$ cat src/rtl/threshold_fifo.sv
// Single-clock FIFO with occupancy threshold flags, used to move whole records
// (triangles, fragments) of threshold_level words between pipeline stages.
module threshold_fifo #(
   parameter int DATA_WIDTH = 32,
   parameter int DEPTH      = 16
) (
   input  logic                  clk,
   input  logic                  resetn,
   input  logic                  wr,
   input  logic                  rd,
   input  logic [DATA_WIDTH-1:0] data_in,
   input  logic [31:0]           threshold_level,
   output logic [DATA_WIDTH-1:0] data_out,
   output logic                  fifo_full,
   output logic                  fifo_empty,
   output logic                  fifo_lower_threshold,
   output logic                  fifo_upper_threshold,
   output logic                  fifo_overflow,
   output logic                  fifo_underflow
);

   localparam int AW = $clog2(DEPTH);

   logic [AW:0]           r_wr_ptr, r_rd_ptr;
   logic [DATA_WIDTH-1:0] r_mem [DEPTH];
   logic [DATA_WIDTH-1:0] r_q;
   logic                  r_ovf, r_udf;

   logic [AW:0] w_count;
   logic        w_full, w_empty, w_wr_acc, w_rd_acc, w_we;
   logic [32:0] w_cnt33, w_thr33;

   assign w_count  = r_wr_ptr - r_rd_ptr;
   assign w_full   = (w_count == (AW+1)'(DEPTH));
   assign w_empty  = (w_count == '0);
   // A write into a full FIFO is fine when the head is popped on the same edge.
   assign w_wr_acc = wr && (!w_full || rd);
   assign w_rd_acc = rd && !w_empty;
   assign w_we     = w_wr_acc && !resetn;

   // Storage array: no reset; the read on a full rd+wr sees the old word.
   always_ff @(posedge clk) begin
      if (w_we)
         r_mem[r_wr_ptr[AW-1:0]] <= data_in;
   end

   always_ff @(posedge clk) begin
      if (resetn) begin
         r_wr_ptr <= '0;
         r_rd_ptr <= '0;
         r_q      <= '0;
         r_ovf    <= 1'b0;
         r_udf    <= 1'b0;
      end else begin
         if (w_wr_acc)
            r_wr_ptr <= r_wr_ptr + 1'b1;
         if (w_rd_acc) begin
            r_rd_ptr <= r_rd_ptr + 1'b1;
            r_q      <= r_mem[r_rd_ptr[AW-1:0]];
         end
         r_ovf <= wr && !w_wr_acc;
         r_udf <= rd && !w_rd_acc;
      end
   end

   // 33-bit compares so large threshold values cannot wrap.
   assign w_cnt33 = 33'(w_count);
   assign w_thr33 = {1'b0, threshold_level};

   assign data_out             = r_q;
   assign fifo_full            = w_full;
   assign fifo_empty           = w_empty;
   assign fifo_lower_threshold = (w_cnt33 >= w_thr33);
   assign fifo_upper_threshold = ((w_cnt33 + w_thr33) > 33'(DEPTH));
   assign fifo_overflow        = r_ovf;
   assign fifo_underflow       = r_udf;

endmodule

$ cat config.mk
export PLATFORM = sky130hd
export DESIGN_NAME = threshold_fifo
export DESIGN_NICKNAME = d
export VERILOG_FILES = /design/src/rtl/threshold_fifo.sv
export SDC_FILE = /design/constraint.sdc
export NUM_CORES = 1
export LEC_CHECK = 0
export BUFFER_PORTS_ARGS = -buffer_cell sky130_fd_sc_hd__buf_2
export CAP_MARGIN = 10
export CORE_ASPECT_RATIO = 0.75
export CORE_MARGIN = 3
export CORE_UTILIZATION = 37
export CTS_CLUSTER_DIAMETER = 120
export CTS_CLUSTER_SIZE = 10
export DETAILED_ROUTE_END_ITERATION = 16
export PLACE_DENSITY_LB_ADDON = 0.2
export SLEW_MARGIN = 15
export SYNTH_ARGS = -nofsm -noshare
export SYNTH_HDL_FRONTEND = slang
export SYNTH_SLANG_ARGS = --single-unit
$ cat constraint.sdc
create_clock -name clk -period 7.4 [get_ports clk]
set_input_delay 1.85 -clock clk [delete_from_list [all_inputs] [get_ports clk]]
set_output_delay 1.85 -clock clk [all_outputs]
set_load 0.01 [all_outputs]
Yosys cells after proc, flatten, opt, wreduce, memory -nomap -nowiden. Memory sizes are Yosys's and may differ from the RTL's. A register that Yosys moved wholly into a read port is not among the register bits. Index checks and enable logic that the tools add are counted.

Memories: 1. Bits in read-only memories: 0. Output and inout bits: 38. Logic and storage cells: 26. Bits in registers: 12. Memory bits (writable): 512. Latch bits: 0. Input port bits: 68.

Memory list: r_mem (words 16, width 32, read ports 1, clocked after memory_dff 1, write ports 1, line 25) `logic [DATA_WIDTH-1:0] r_mem [DEPTH];`.

Multiplexer cells: 2. Multiply operators: 0. Eq/ne operators: 1. Order comparisons: 2. Bitwise logic cells: 0. Add/subtract/negate cells: 4. Reduce and logical (&&, ||, !) cells: 12. Shifts and indexed selects: 0. Divide/modulo/power cells: 0.

Operators with widths (count): $add A5 B32 Y33 (1); $gt A33 B5 Y1 const B (1); $ge A5 B32 Y1 (1); $add A5 B1 Y5 const B (2); $eq A5 B5 Y1 const B (1); $logic_and A1 B1 Y1 (5); $logic_not A1 Y1 (5); $logic_not A5 Y1 (1); $sub A5 B5 Y5 (1); $mux W1 (2); $logic_or A1 B1 Y1 (1).

Longest topological paths before layout.
Word-level depth: 8. Mapped depth: 17. Depth with buffers taken out: 16.

Worst setup path before layout. Ideal clock, no wire load.

Path type: reg-to-reg. From: reg r_rd_ptr[2]. To: mem r_mem[0][0] (enable). Period minus slack after synthesis: 6.048 ns. Data required time: 6.899 ns. Buffers on the path: 4. Library setup time: 0.501 ns. Setup slack: 1.352 ns. Stages on the path, launching flop included: 13. Data arrival time: 5.547 ns. Cell sequence: dfxtp_1 -> clkbuf_1 -> buf_1 -> inv_1 -> ha_1 -> a21o_1 -> a21oi_2 -> xor2_2 -> a2111oi_4 -> nand2b_1 -> buf_4 -> buf_4 -> nor4_1.

Longest elaborated chain between the ends: 8.

RTL lines: start: declaration (line 24) `logic [AW:0] r_wr_ptr, r_rd_ptr;`; start signal: assignment (line 58) `r_rd_ptr <= r_rd_ptr + 1'b1;`; $sub A5 B5 Y5 (line 33) `assign w_count = r_wr_ptr - r_rd_ptr;`; $eq A5 B5 Y1 (line 34) `assign w_full = (w_count == (AW+1)'(DEPTH));`; $logic_not A1 Y1 (line 37) `assign w_wr_acc = wr && (!w_full || rd);`; $logic_or A1 B1 Y1 (line 37); $logic_and A1 B1 Y1 (line 37); $logic_and A1 B1 Y1 (line 39) `assign w_we = w_wr_acc && !resetn;`; $mux W1 (line 43) `if (w_we)`; $mux W1 (implied by the code) (line 44) `r_mem[r_wr_ptr[AW-1:0]] <= data_in;`; end: declaration (line 25).

No other way between the ends.

Final worst setup path.
From: reg r_rd_ptr[1]. To: out fifo_upper_threshold.

Longest elaborated chain between the ends: 3.

RTL lines: $sub A5 B5 Y5 (line 33); $add A5 B32 Y33 (line 74) `assign fifo_upper_threshold = ((w_cnt33 + w_thr33) > 33'(DEPTH));`; $gt A33 B5 Y1 (line 74); end: declaration (line 17) `output logic fifo_upper_threshold,`.

No other way between the ends.

==> out/results.tsv <==
stage	metric	value	unit
drt	dr.pass1.iters	4	
pwr	p_sw_share	26.7	%
logic_synthesis	syn-mean-instance-area	20.2	um^2
sta	tns	0	ns
logic_synthesis	synth.top_cell.area_share	68.3	%
critical_path	arrival	4.90	ns
placement	place.gp.congestion	0.836	
floorplan	die_area	0.0639	mm^2
global_route	grtUsageTotal	16.6	%
pwr	fin_total_pwr	0.00808	W
sta	worst_pin_slew	1.12	ns
layout	nFillCells	5165	
critical_path	startpoint_type	register	
clocking	cts_tree	done	
drt	drt_iter0_drc	906	
logic_synthesis	synth_cells	1117	
job	drv_cap	0	
clocking	clk_latency	0.60	ns
sta	finalCritPeriodShare	91.3	%
outcome	status	complete, no violations	
sta	period_minus_slack	6.75	ns
sta	timing.hold.ws	0.452	ns
logic_synthesis	yosys_warnings	0	
logic_synthesis	synth_nets	1206	
pwr	seqPwrFrac	44.9	%
logic_synthesis	synth_cell_types	70	
floorplan	pin_count	106	
clocking	cts_buffers	61	
critical_path	critPathRequiredTime	5.55	ns
pwr	power.leakage	8.16	nW
logic_synthesis	synth_edf_count	512	
clocking	post_cts_resized	0	
drt	drc_errors	0	
drt	vias	11200	
sta	hold_viol_final	0	
pwr	power_density	312	mW/mm^2
layout	nNetsFinal	1357	
floorplan	fp.dieH	220	um
global_route	grt_max_degree	53	
pwr	p_comb_share	21.0	%
floorplan	die_w	291	um
logic_synthesis	netlist_area	0.0225	mm^2
sta	finClkSkew	0.0232	ns
logic_synthesis	ys_seq_area_share	72.2	%
pwr	p_switching	0.00216	W
pwr	internal_power	0.00592	W
min_path	hold_class	register to register	
global_route	grt_pass1_vias	11700	
clocking	clk_root_buffer_cell	clkbuf_16	
drt	antenna_left	0	
floorplan	core	0.0595	mm^2
pwr	ir_drop	0.210	mV
logic_synthesis	yosys-top-cells-area	edfxtp_1 68%, mux4_2 16%, dfxtp_1 3.9%	
layout	drive_gt1_share	35.7	%
sta	slew_viol_final	0	
pwr	clkPwrFrac	34.0	%
critical_path	crit_type	register to output pin	
sta	slew_headroom	25.2	%
floorplan	start_util	37.8	%
layout	area_delta_synth_final	14.9	%
floorplan	num_rows	77	
logic_synthesis	ys_seq_elements	556	
clocking	clk_pin_slew	0.06	ns
logic_synthesis	synthFlopType	edfxtp_1	
clocking	htreeDepth	2	
global_route	grt_antenna_before_repair	5	
clocking	cts_sinks	556	
drt	drt_wl_total	52.9	mm
drt	routedWlPerCell	25.1	um
logic_synthesis	yosysTopAreaCell	edfxtp_1	
critical_path	critical_path.max_fanout	31	
sta	finalSetupViolCount	0	
sta	rsz0062_at_grt	false	
clocking	post_cts_buffers	0	
global_route	grt.overflow.total	0	
drt	vias_per_cell	5.31	
global_route	grt_pass1_wl	78.7	mm
placement	port_buffers	105	
clocking	clockBufferDepth	3	
placement	hpwlAfterDp	29.3	mm
sta	fmax	148	MHz
logic_synthesis	synthArstFlopShare	0	%
critical_path	endpoint_kind	output pin	
clocking	hold_buffers	0	
-- power by group through the flow --
stage | sequential, W | combinational (W) | clock [W]
after floorplan | 0.00368 | 0.00129 | 0
after global placement | 0.00370 | 0.00173 | 0
after detailed placement | 0.00370 | 0.00173 | 0
after CTS | 0.00364 | 0.00174 | 0.00282
after global routing | 0.00365 | 0.00186 | 0.00296
final | 0.00363 | 0.00170 | 0.00275
-- worst max-delay path, cell delays in order (launching register included) --
cell and delay (ns):
dfxtp_4 0.65, inv_1 0.16, fa_1 0.45, a21o_1 0.18, a21oi_2 0.18, xor2_2 0.25, inv_2 0.11, ha_1 0.38
nand4bb_1 0.28, o21bai_4 0.25, a2111oi_4 0.43, nor4bb_1 0.29, nor3_1 0.09, nor4_1 0.27, nand4_1 0.15, buf_2 0.18
-- metal layers --
layer	wire length (um)	GRT usage, %
met5	50	0
met4	749	3.17
met3	2190	2.87
met2	24700	26.3
met1	25200	24.4
-- registers in the layout (all words and copies together) (netlist names) --
signal,flops
r_rd_ptr,5
r_wr_ptr,5
r_mem,512
fifo_underflow,1
fifo_overflow,1
data_out,32
-- synth_stat cells (2+ instances only) --
master / number
fa_1: 2
and2_1: 2
nor2_1: 26
nand2b_1: 10
o21ai_0: 9
buf_1: 4
nand3_1: 7
o21a_1: 2
clkbuf_8: 2
a21o_1: 4
inv_1: 14
buf_4: 3
nand2_2: 30
nor3_1: 17
nand4_1: 12
ha_1: 19
or3_1: 4
or3_2: 2
a211oi_1: 4
buf_12: 3
clkbuf_1: 26
edfxtp_1: 512
dfxtp_1: 44
nor2b_1: 9
or4_1: 2
a31oi_1: 2
nor4_1: 12
xnor2_1: 8
mux2i_1: 4
a21oi_1: 14
inv_2: 2
a2111oi_4: 2
o211ai_1: 3
o21ai_1: 2
mux4_2: 160
nand2_1: 49
xor2_1: 2
and3_1: 8
buf_6: 3
a21oi_2: 31
a311oi_1: 2
o21bai_1: 2
nor3b_1: 2
buf_2: 14
-- final timing paths --
kind                                                start                         to  slack [ns]  cells after the start
worst max register to register   r_rd_ptr[1]$_SDFFE_PP0P_     r_mem[14][8]$_DFFE_PP_        2.60                      9
worst max-delay path             r_rd_ptr[1]$_SDFFE_PP0P_       fifo_upper_threshold        0.65                     15
worst min-delay path            data_out[30]$_SDFFE_PP0P_  data_out[30]$_SDFFE_PP0P_        0.45                      2
worst min register to register  data_out[30]$_SDFFE_PP0P_  data_out[30]$_SDFFE_PP0P_        0.45                      2
-- per-stage QoR --
| stage | setup WS, ns | utilization, % | instances | cell area (um^2) |
|---|---|---|---|---|
| 6_report | 0.645 | 43.5 | 2110 | 25900 |
| 4_1_cts | 0.584 | 43.5 | 2109 | 25900 |
| 5_1_grt | 0.272 | 43.5 | 2110 | 25900 |
| 2_1_floorplan | 1.35 | - | 1117 | 22500 |
| 3_5_place_dp | 1.24 | 40.5 | 1995 | 24100 |
| 3_3_place_gp | 1.33 | 40.5 | 1995 | 24100 |
-- cells in the final DEF (no fill, tap or decap), drive strengths merged, types with 10 or more instances in the layout --
| cell type | n |
|---|---|
| inv | 19 |
| nand2b | 10 |
| clkbuf | 110 |
| nor2 | 26 |
| ha | 19 |
| a21oi | 45 |
| buf | 144 |
| nand4 | 13 |
| mux4 | 160 |
| dfxtp | 44 |
| o21ai | 11 |
| nand2 | 79 |
| nor4 | 13 |
| nor3 | 17 |
| edfxtp | 512 |
-- cell families (layout without fill, tap and decap cells) --
logic type / Yosys count / in the layout / synth area share, %
flip-flops: 556 / 556 / 72.2
AND/OR/NAND/NOR: 201 / 201 / 4.82
multiplexers: 166 / 166 / 16.3
AO/OA/AOI/OAI: 90 / 90 / 3.27
buffers and inverters: 72 / 274 / 1.76
adder cells (fa/ha/maj): 21 / 21 / 1.23
XOR/XNOR: 11 / 11 / 0.461
other: 0 / 1 / 0
-- final cells by class --
type	count	area [um^2]	area share, %
diodes	1	2.50	0.00967
clock buffers	110	1710	6.61
clock inverters	4	67.6	0.261
inverters	16	60.1	0.232
multi-input cells	489	5960	23.1
flip-flops and latches	556	16300	62.9
well taps	790	988	3.82
repair buffers	144	818	3.16
No activity file was read; power rests on OpenSTA's default activity.
